File: src/rtl/mash_mmd_ctrl.sv
// Fractional-N multi-modulus divider control: counts out n_int_i + y_i cycles per
// period and pulses div_o/req_o on each load, with the applied ratio clamped to range.
module mash_mmd_ctrl #(
  parameter int NINT_W    = 8,
  parameter int Y_W       = 4,
  parameter int CNT_W     = 9,
  parameter int MIN_RATIO = 4
) (
  input  logic              clk,
  input  logic              rst_n,
  input  logic              en_i,
  input  logic [NINT_W-1:0] n_int_i,
  input  logic [Y_W-1:0]    y_i,
  output logic              div_o,
  output logic              req_o,
  output logic [CNT_W-1:0]  ratio_o,
  output logic              err_o
);

  typedef enum logic {
    IDLE,
    RUN
  } state_t;

  localparam int SUM_W = CNT_W + 2;
  localparam logic signed [SUM_W-1:0] MIN_S = SUM_W'(MIN_RATIO);
  localparam logic signed [SUM_W-1:0] MAX_S = SUM_W'((2 ** CNT_W) - 1);

  state_t             state_q, state_d;
  logic [CNT_W-1:0]   cnt_q, cnt_d;
  logic [CNT_W-1:0]   ratio_q, ratio_d;
  logic               div_q, div_d;
  logic               req_q, req_d;
  logic               err_q, err_d;

  logic signed [SUM_W-1:0] sum;
  logic [CNT_W-1:0]        ratio;
  logic                    clamp;
  logic                    load;

  // n_int_i is unsigned and y_i is two's complement; widen each accordingly before adding.
  always_comb begin
    sum   = signed'(SUM_W'(n_int_i)) + SUM_W'($signed(y_i));
    ratio = sum[CNT_W-1:0];
    clamp = 1'b0;
    if (sum < MIN_S) begin
      ratio = CNT_W'(MIN_RATIO);
      clamp = 1'b1;
    end else if (sum > MAX_S) begin
      ratio = '1;
      clamp = 1'b1;
    end
  end

  always_comb begin
    // NOTE: every signal is given a default first so no path leaves it unassigned (no latches).
    state_d = state_q;
    cnt_d   = cnt_q;
    ratio_d = ratio_q;
    err_d   = err_q;
    div_d   = 1'b0;
    req_d   = 1'b0;
    load    = 1'b0;
    case (state_q)
      IDLE: begin
        cnt_d = '0;
        if (en_i) begin
          load    = 1'b1;
          state_d = RUN;
        end
      end
      RUN: begin
        if (!en_i) begin
          state_d = IDLE;
          cnt_d   = '0;
        end else if (cnt_q == '0) begin
          load  = 1'b1;
          div_d = 1'b1;
        end else begin
          cnt_d = cnt_q - CNT_W'(1);
        end
      end
      default: state_d = IDLE;
    endcase
    // Start and terminal edges share one load path; abort never reaches it.
    if (load) begin
      cnt_d   = ratio - CNT_W'(1);
      ratio_d = ratio;
      req_d   = 1'b1;
      if (clamp) err_d = 1'b1;
    end
  end

  // NOTE: state registers use non-blocking assignments so all flops update together.
  always_ff @(posedge clk or negedge rst_n) begin
    if (!rst_n) begin
      state_q <= IDLE;
      cnt_q   <= '0;
      ratio_q <= '0;
      div_q   <= 1'b0;
      req_q   <= 1'b0;
      err_q   <= 1'b0;
    end else begin
      state_q <= state_d;
      cnt_q   <= cnt_d;
      ratio_q <= ratio_d;
      div_q   <= div_d;
      req_q   <= req_d;
      err_q   <= err_d;
    end
  end

  assign div_o   = div_q;
  assign req_o   = req_q;
  assign ratio_o = ratio_q;
  assign err_o   = err_q;

endmodule
File: config.mk
export PLATFORM = sky130hd
export DESIGN_NAME = mash_mmd_ctrl
export DESIGN_NICKNAME = d
export VERILOG_FILES = /design/src/rtl/mash_mmd_ctrl.sv
export SDC_FILE = /design/constraint.sdc
export NUM_CORES = 1
export LEC_CHECK = 0
export BUFFER_PORTS_ARGS = -buffer_cell sky130_fd_sc_hd__buf_2
export CAP_MARGIN = 10
export CORE_AREA = 4 4 68 70
export CTS_CLUSTER_SIZE = 10
export DETAILED_ROUTE_END_ITERATION = 8
export DIE_AREA = 0 0 72 74
export MAX_ROUTING_LAYER = met4
export PLACE_DENSITY = 0.69
export SLEW_MARGIN = 25
export SYNTH_ARGS = -nofsm -noshare
export SYNTH_HDL_FRONTEND = slang
export SYNTH_SLANG_ARGS = --single-unit
File: constraint.sdc
create_clock -name clk -period 3 [get_ports clk]
set_clock_uncertainty 0.1 [all_clocks]
set_input_delay 0.3 -clock clk [delete_from_list [all_inputs] [get_ports clk]]
set_output_delay 0.3 -clock clk [all_outputs]
set_load 0.005 [all_outputs]
# After elaboration in Yosys (flattened, before gate mapping)
# Cells that the tools add are included.
[word_totals] register_bits=22 inputBits=15 wordCells=29 out_inout_bits=12
[op_classes] eq_ne=1 magnitude_cmp=2 addsub=3 bitwise_logic=1 n_mux=14 reduce_logical=2
[op_table] cell="$mux 9" count=5
[op_table] cell="$pmux 9 s2" count=1
[op_table] cell="$sub 9x1->9 const B" count=2
[op_table] cell="$add 9x4->10" count=1
[op_table] cell="$gt 10x10->1 const B" count=1
[op_table] cell="$lt 10x4->1 const B" count=1
[op_table] cell="$logic_not 9->1" count=1
[op_table] cell="$mux 1" count=7
[op_table] cell="$ne 4x4->1 const B" count=1
[op_table] cell="$pmux 1 s2" count=1
[op_table] cell="$reduce_and 2->1" count=1
[op_table] cell="$not 1->1" count=1

# Longest topological paths before layout
[depth] word_depth=6 mapped_depth=15 mapped_depth_nobuf=15

# Worst setup path after synthesis
# No wires, ideal clock.
[synth_path] path_kind="input port to flip-flop" startpoint="input port n_int_i[4]" endpoint="register cnt_q[6]" arrival_time_ns=3.135 path_slack_ns=-0.356 t_required_ns=2.780 path_buffers=0 setup_ns=0.120 cell_stages=13 path_cell_list="ha_1 and2_4 a221o_1 or3_1 a222oi_1 a31oi_1 and2_4 inv_1 ha_1 nand3_1 nor3_1 o32ai_1 a41o_1"
[synth_between] elab_chain_len=6
[synth_lines] item="from (decl)" line_no="12" text="input logic [NINT_W-1:0] n_int_i,"
[synth_lines] item="$add 9x4->10 *" line_no="43" text="sum = signed'(SUM_W'(n_int_i)) + SUM_W'($signed(y_i));"
[synth_lines] item="$gt 10x10->1" line_no="49" text="end else if (sum > MAX_S) begin"
[synth_lines] item="$mux 9" line_no="49"
[synth_lines] item="$mux 9 *" line_no="46" text="if (sum < MIN_S) begin"
[synth_lines] item="$sub 9x1->9 *" line_no="87" text="cnt_d = ratio - CNT_W'(1);"
[synth_lines] item="$mux 9 *" line_no="86" text="if (load) begin"
[synth_lines] item="to (signal assigned)" line_no="105" text="cnt_q <= cnt_d;"
[synth_lines] item="to (decl)" line_no="30" text="logic [CNT_W-1:0] cnt_q, cnt_d;"
# Every way passes the cells marked *; elsewhere a longest branch is shown, timed or not.
# A chain may end at the register's enable or synchronous reset.

# Worst setup path in the final report
[layout_path] startpoint="input port n_int_i[0]" endpoint="register cnt_q[6]"
# Same word-level chain as after synthesis.

==> results.md <==
* Status: complete, but fails checks
* Failing checks: negative setup slack
* Top sig layer: met4
* Buffers on Ports at 26
* Psw at ~0.00045 W
* Routability cong. at 0.860
* Site Rows at 23
* Remaining antenna violation count at 0
* Netlist cell types at between 50 and 60
* Internal at approximately 0.00077 W
* Slew Limit Fails at 0
* Final nets at 266
* Commonest cells post-synth: 22 x dfrtp_1, 16 x nand2_1, 13 x o21ai_0, 11 x ha_1, 11 x nor2_1
* Top_reg_cell synth: dfrtp_1
* YS warnings at 0
* RSZ-0062 raised after global routing: true
* CP arrival at 3100 ps
* Reg power frac at 35.0%
* Core ar. at ~4000 um2
* DR pass1 iterations at 4
* Reg2Reg Setup Slack at roughly 450 ps
* Met2 wire length at roughly 2100 um
* Vias in the first global route at between 1500 and 2000
* Finished Core Util at 56.4%
* CTS Buf Count at 3
* Worst Setup End Kind: register
* TritonCTS clock tree: built
* Synth Cell Area at around 1500 um2
* Starting Density at about 39%
* CP Launch Type: input pin
* DR vias at 1541
* Count of final setup violators at 2
* Clk buf depth at 2
* Post-route clock period utilization at 102%
* GRT Total Usage at between 15 and 20%
* Worst path cell trace: buf_6, ha_4, inv_2, fa_2, nor2b_2, o31a_1, or3_1, a222oi_1, a31oi_2, and2_4, inv_2, ha_4, nand3_4, nor3_4, o32ai_2, a41o_1
* Clock transition at path regs at about 70 ps
* CTS Sinks at 22
* Post-synthesis area per instance at around 9.3 um2
* Seq cells post-synth at 22
* Crit-path max FO at 3
* FMAX at roughly 330 MHz
* Final HPWL DP at 3080 um
* DR WL/cell at 13.8 um
* # IOs at 27
* Most frequent cell after synthesis: dfrtp_1
* Pin count of the biggest net entering global routing at 23
* Layout cells sized above 1 at 39.7%
* Pleak at between 1 and 1.5 nW
* FILL cells at between 300 and 400
* Top cells by area, synth: dfrtp_1 36%, ha_1 8.9%, o21ai_0 4.2%, nand2_1 3.9%, xnor2_1 2.8%
* Comb pwr share at ~50%
* Hold crit path type: in2reg
* Final worst-path setup slack at -51.7 ps
* Global-route wire length before repair at between 7000 and 8000 um
* Mean number of vias per cell at 5.37
* Slowest CP cell: a222oi_1
* Area occupied by multi-input gates at roughly 1100 um2
* N_diodes at 0
* Worst Path Class, Setup: in2reg
* Clk_lat worst skew at roughly 260 ps
* Sequential area share after synthesis at a little over a third
* WL met1 at 1640 um
* Critical Path RT at 3050 ps
* Die span in y at roughly 74 um
* Min Tclk post-route at a little over 3000 ps
* Synth Net Count at slightly below 200
* Worst Max-Slew Pin Slew at between 500 and 600 ps
* Cell taking the most area after synthesis: dfrtp_1
* Top cell type's share of synthesized area at about 36%
* Asr flop ratio synth at 100%
* CTS H-tree depth at 1
* Register Area at ~550 um2
* Initial antenna violation count at 0
* Normalized max-slew margin at ~66%
* Max Cap Viol at 0
* Synthesis-to-finish area growth at 44.9%
* Die width at between 70 and 80 um
* DRC viols at 0
* Initial DRC count at 65
* Setup_tns at -69.4 ps
* Clock power frac at 14.7%
* Hold Vio Cnt, Final at 0
* Die area at between 5000 and 6000 um2
* Worst VDD drop at between 0.15 and 0.2 mV
* CTS Root Buffer Type: clkbuf_8
* Post-Route WL at between 3000 and 4000 um
* Sw Ratio at a little under two fifths
* Mapped Cells at between 150 and 200
* Routed length on met3 at around 130 um
* PwrDens at around 550 nW/um2
* GRT overflow at 0
* Post-synth EDFFs at 0
* Max stage delay on crit path at 420 ps
registers in the layout, indices dropped and copies added, names as in the netlist:
name	flops
cnt_q	9
ratio_o	9
div_o	1
err_o	1
req_o	1
state_q	1
per-layer routing:
metal,track usage [%],up-vias
li1,-,766
met1,20.6,734
met2,30.0,32
met3,1.49,9
met4,5.85,0
met5,-,-
metrics by stage:
step | hold WS, ps | cell area, um2 | total power, W | std cells | worst slack (ps)
final | 93.7 | 2240 | 0.00122 | 287 | -51.7
after global routing | 93.2 | 2240 | 0.00133 | 287 | -197
after CTS | 91.6 | 2210 | 0.00122 | 285 | -13.0
after detailed placement | 196 | 2040 | 0.000996 | 273 | -455
after global placement | 187 | 2040 | 0.000979 | 273 | -292
after floorplan | -95.6 | 1620 | 0.000773 | 167 | -162
worst max-delay path, delay by kind of cell:
family	cells	cell delay, ps
compound gates	5	1200
buf+inv	3	200
simple gates	5	910
fa+ha+maj	3	490
power by group through the flow:
stage / combinational, W / clock [W] / sequential [W]
floorplan: 0.000340 / 0 / 0.000433
CTS: 0.000607 / 0.000183 / 0.000429
global route: 0.000687 / 0.000199 / 0.000444
detailed placement: 0.000562 / 0 / 0.000434
finish: 0.000616 / 0.000179 / 0.000428
global placement: 0.000548 / 0 / 0.000431
kinds of logic (layout without fill, tap and decap cells):
group | after synthesis | after routing | share of synthesized area, %
flops | 22 | 22 | 35.6
buf+inv | 11 | 81 | 2.67
xor+xnor | 10 | 10 | 5.67
simple gates | 60 | 60 | 20.3
fa+ha+maj | 12 | 12 | 10.2
compound gates | 51 | 51 | 24.5
mux | 1 | 1 | 0.971
cell type report:
type,count,share of cell area (%)
tap,50,2.79
inverter,10,1.68
multi-input combinational,134,47.9
clock buffer,3,1.84
sequential,22,24.6
timing repair buffer,68,21.2
final timing paths:
check / from / to / cells after the start
worst max-delay path: n_int_i[0] / cnt_q[6] / 16
worst min-delay path: en_i / state_q / 1
worst max register to register: cnt_q[0] / cnt_q[8] / 9
worst min register to register: err_o / err_o / 1
max in group asynchronous: rst_n / req_o / 2
min in group asynchronous: rst_n / ratio_o[0] / 2
repair_timing:
item / in CTS / in global routing
setup buffers: 8 / 2
endpoints found under the hold margin: 22 / 0
resized for setup: 12 / 4
hold buffers: 1 / 0
endpoints found under the setup margin: 3 / 4
pin swaps: 10 / 10
cells in the final DEF, fill, tap and decap left out, drive strengths merged, types with 6 or more instances in the layout:
cell type,Yosys,layout
o22ai,6,6
nand2,16,16
o21ai,13,13
buf,0,67
inv,9,9
ha,11,11
nand3,8,8
dfrtp,22,22
nor2,11,11
No activity file was read; power rests on OpenSTA's default activity.
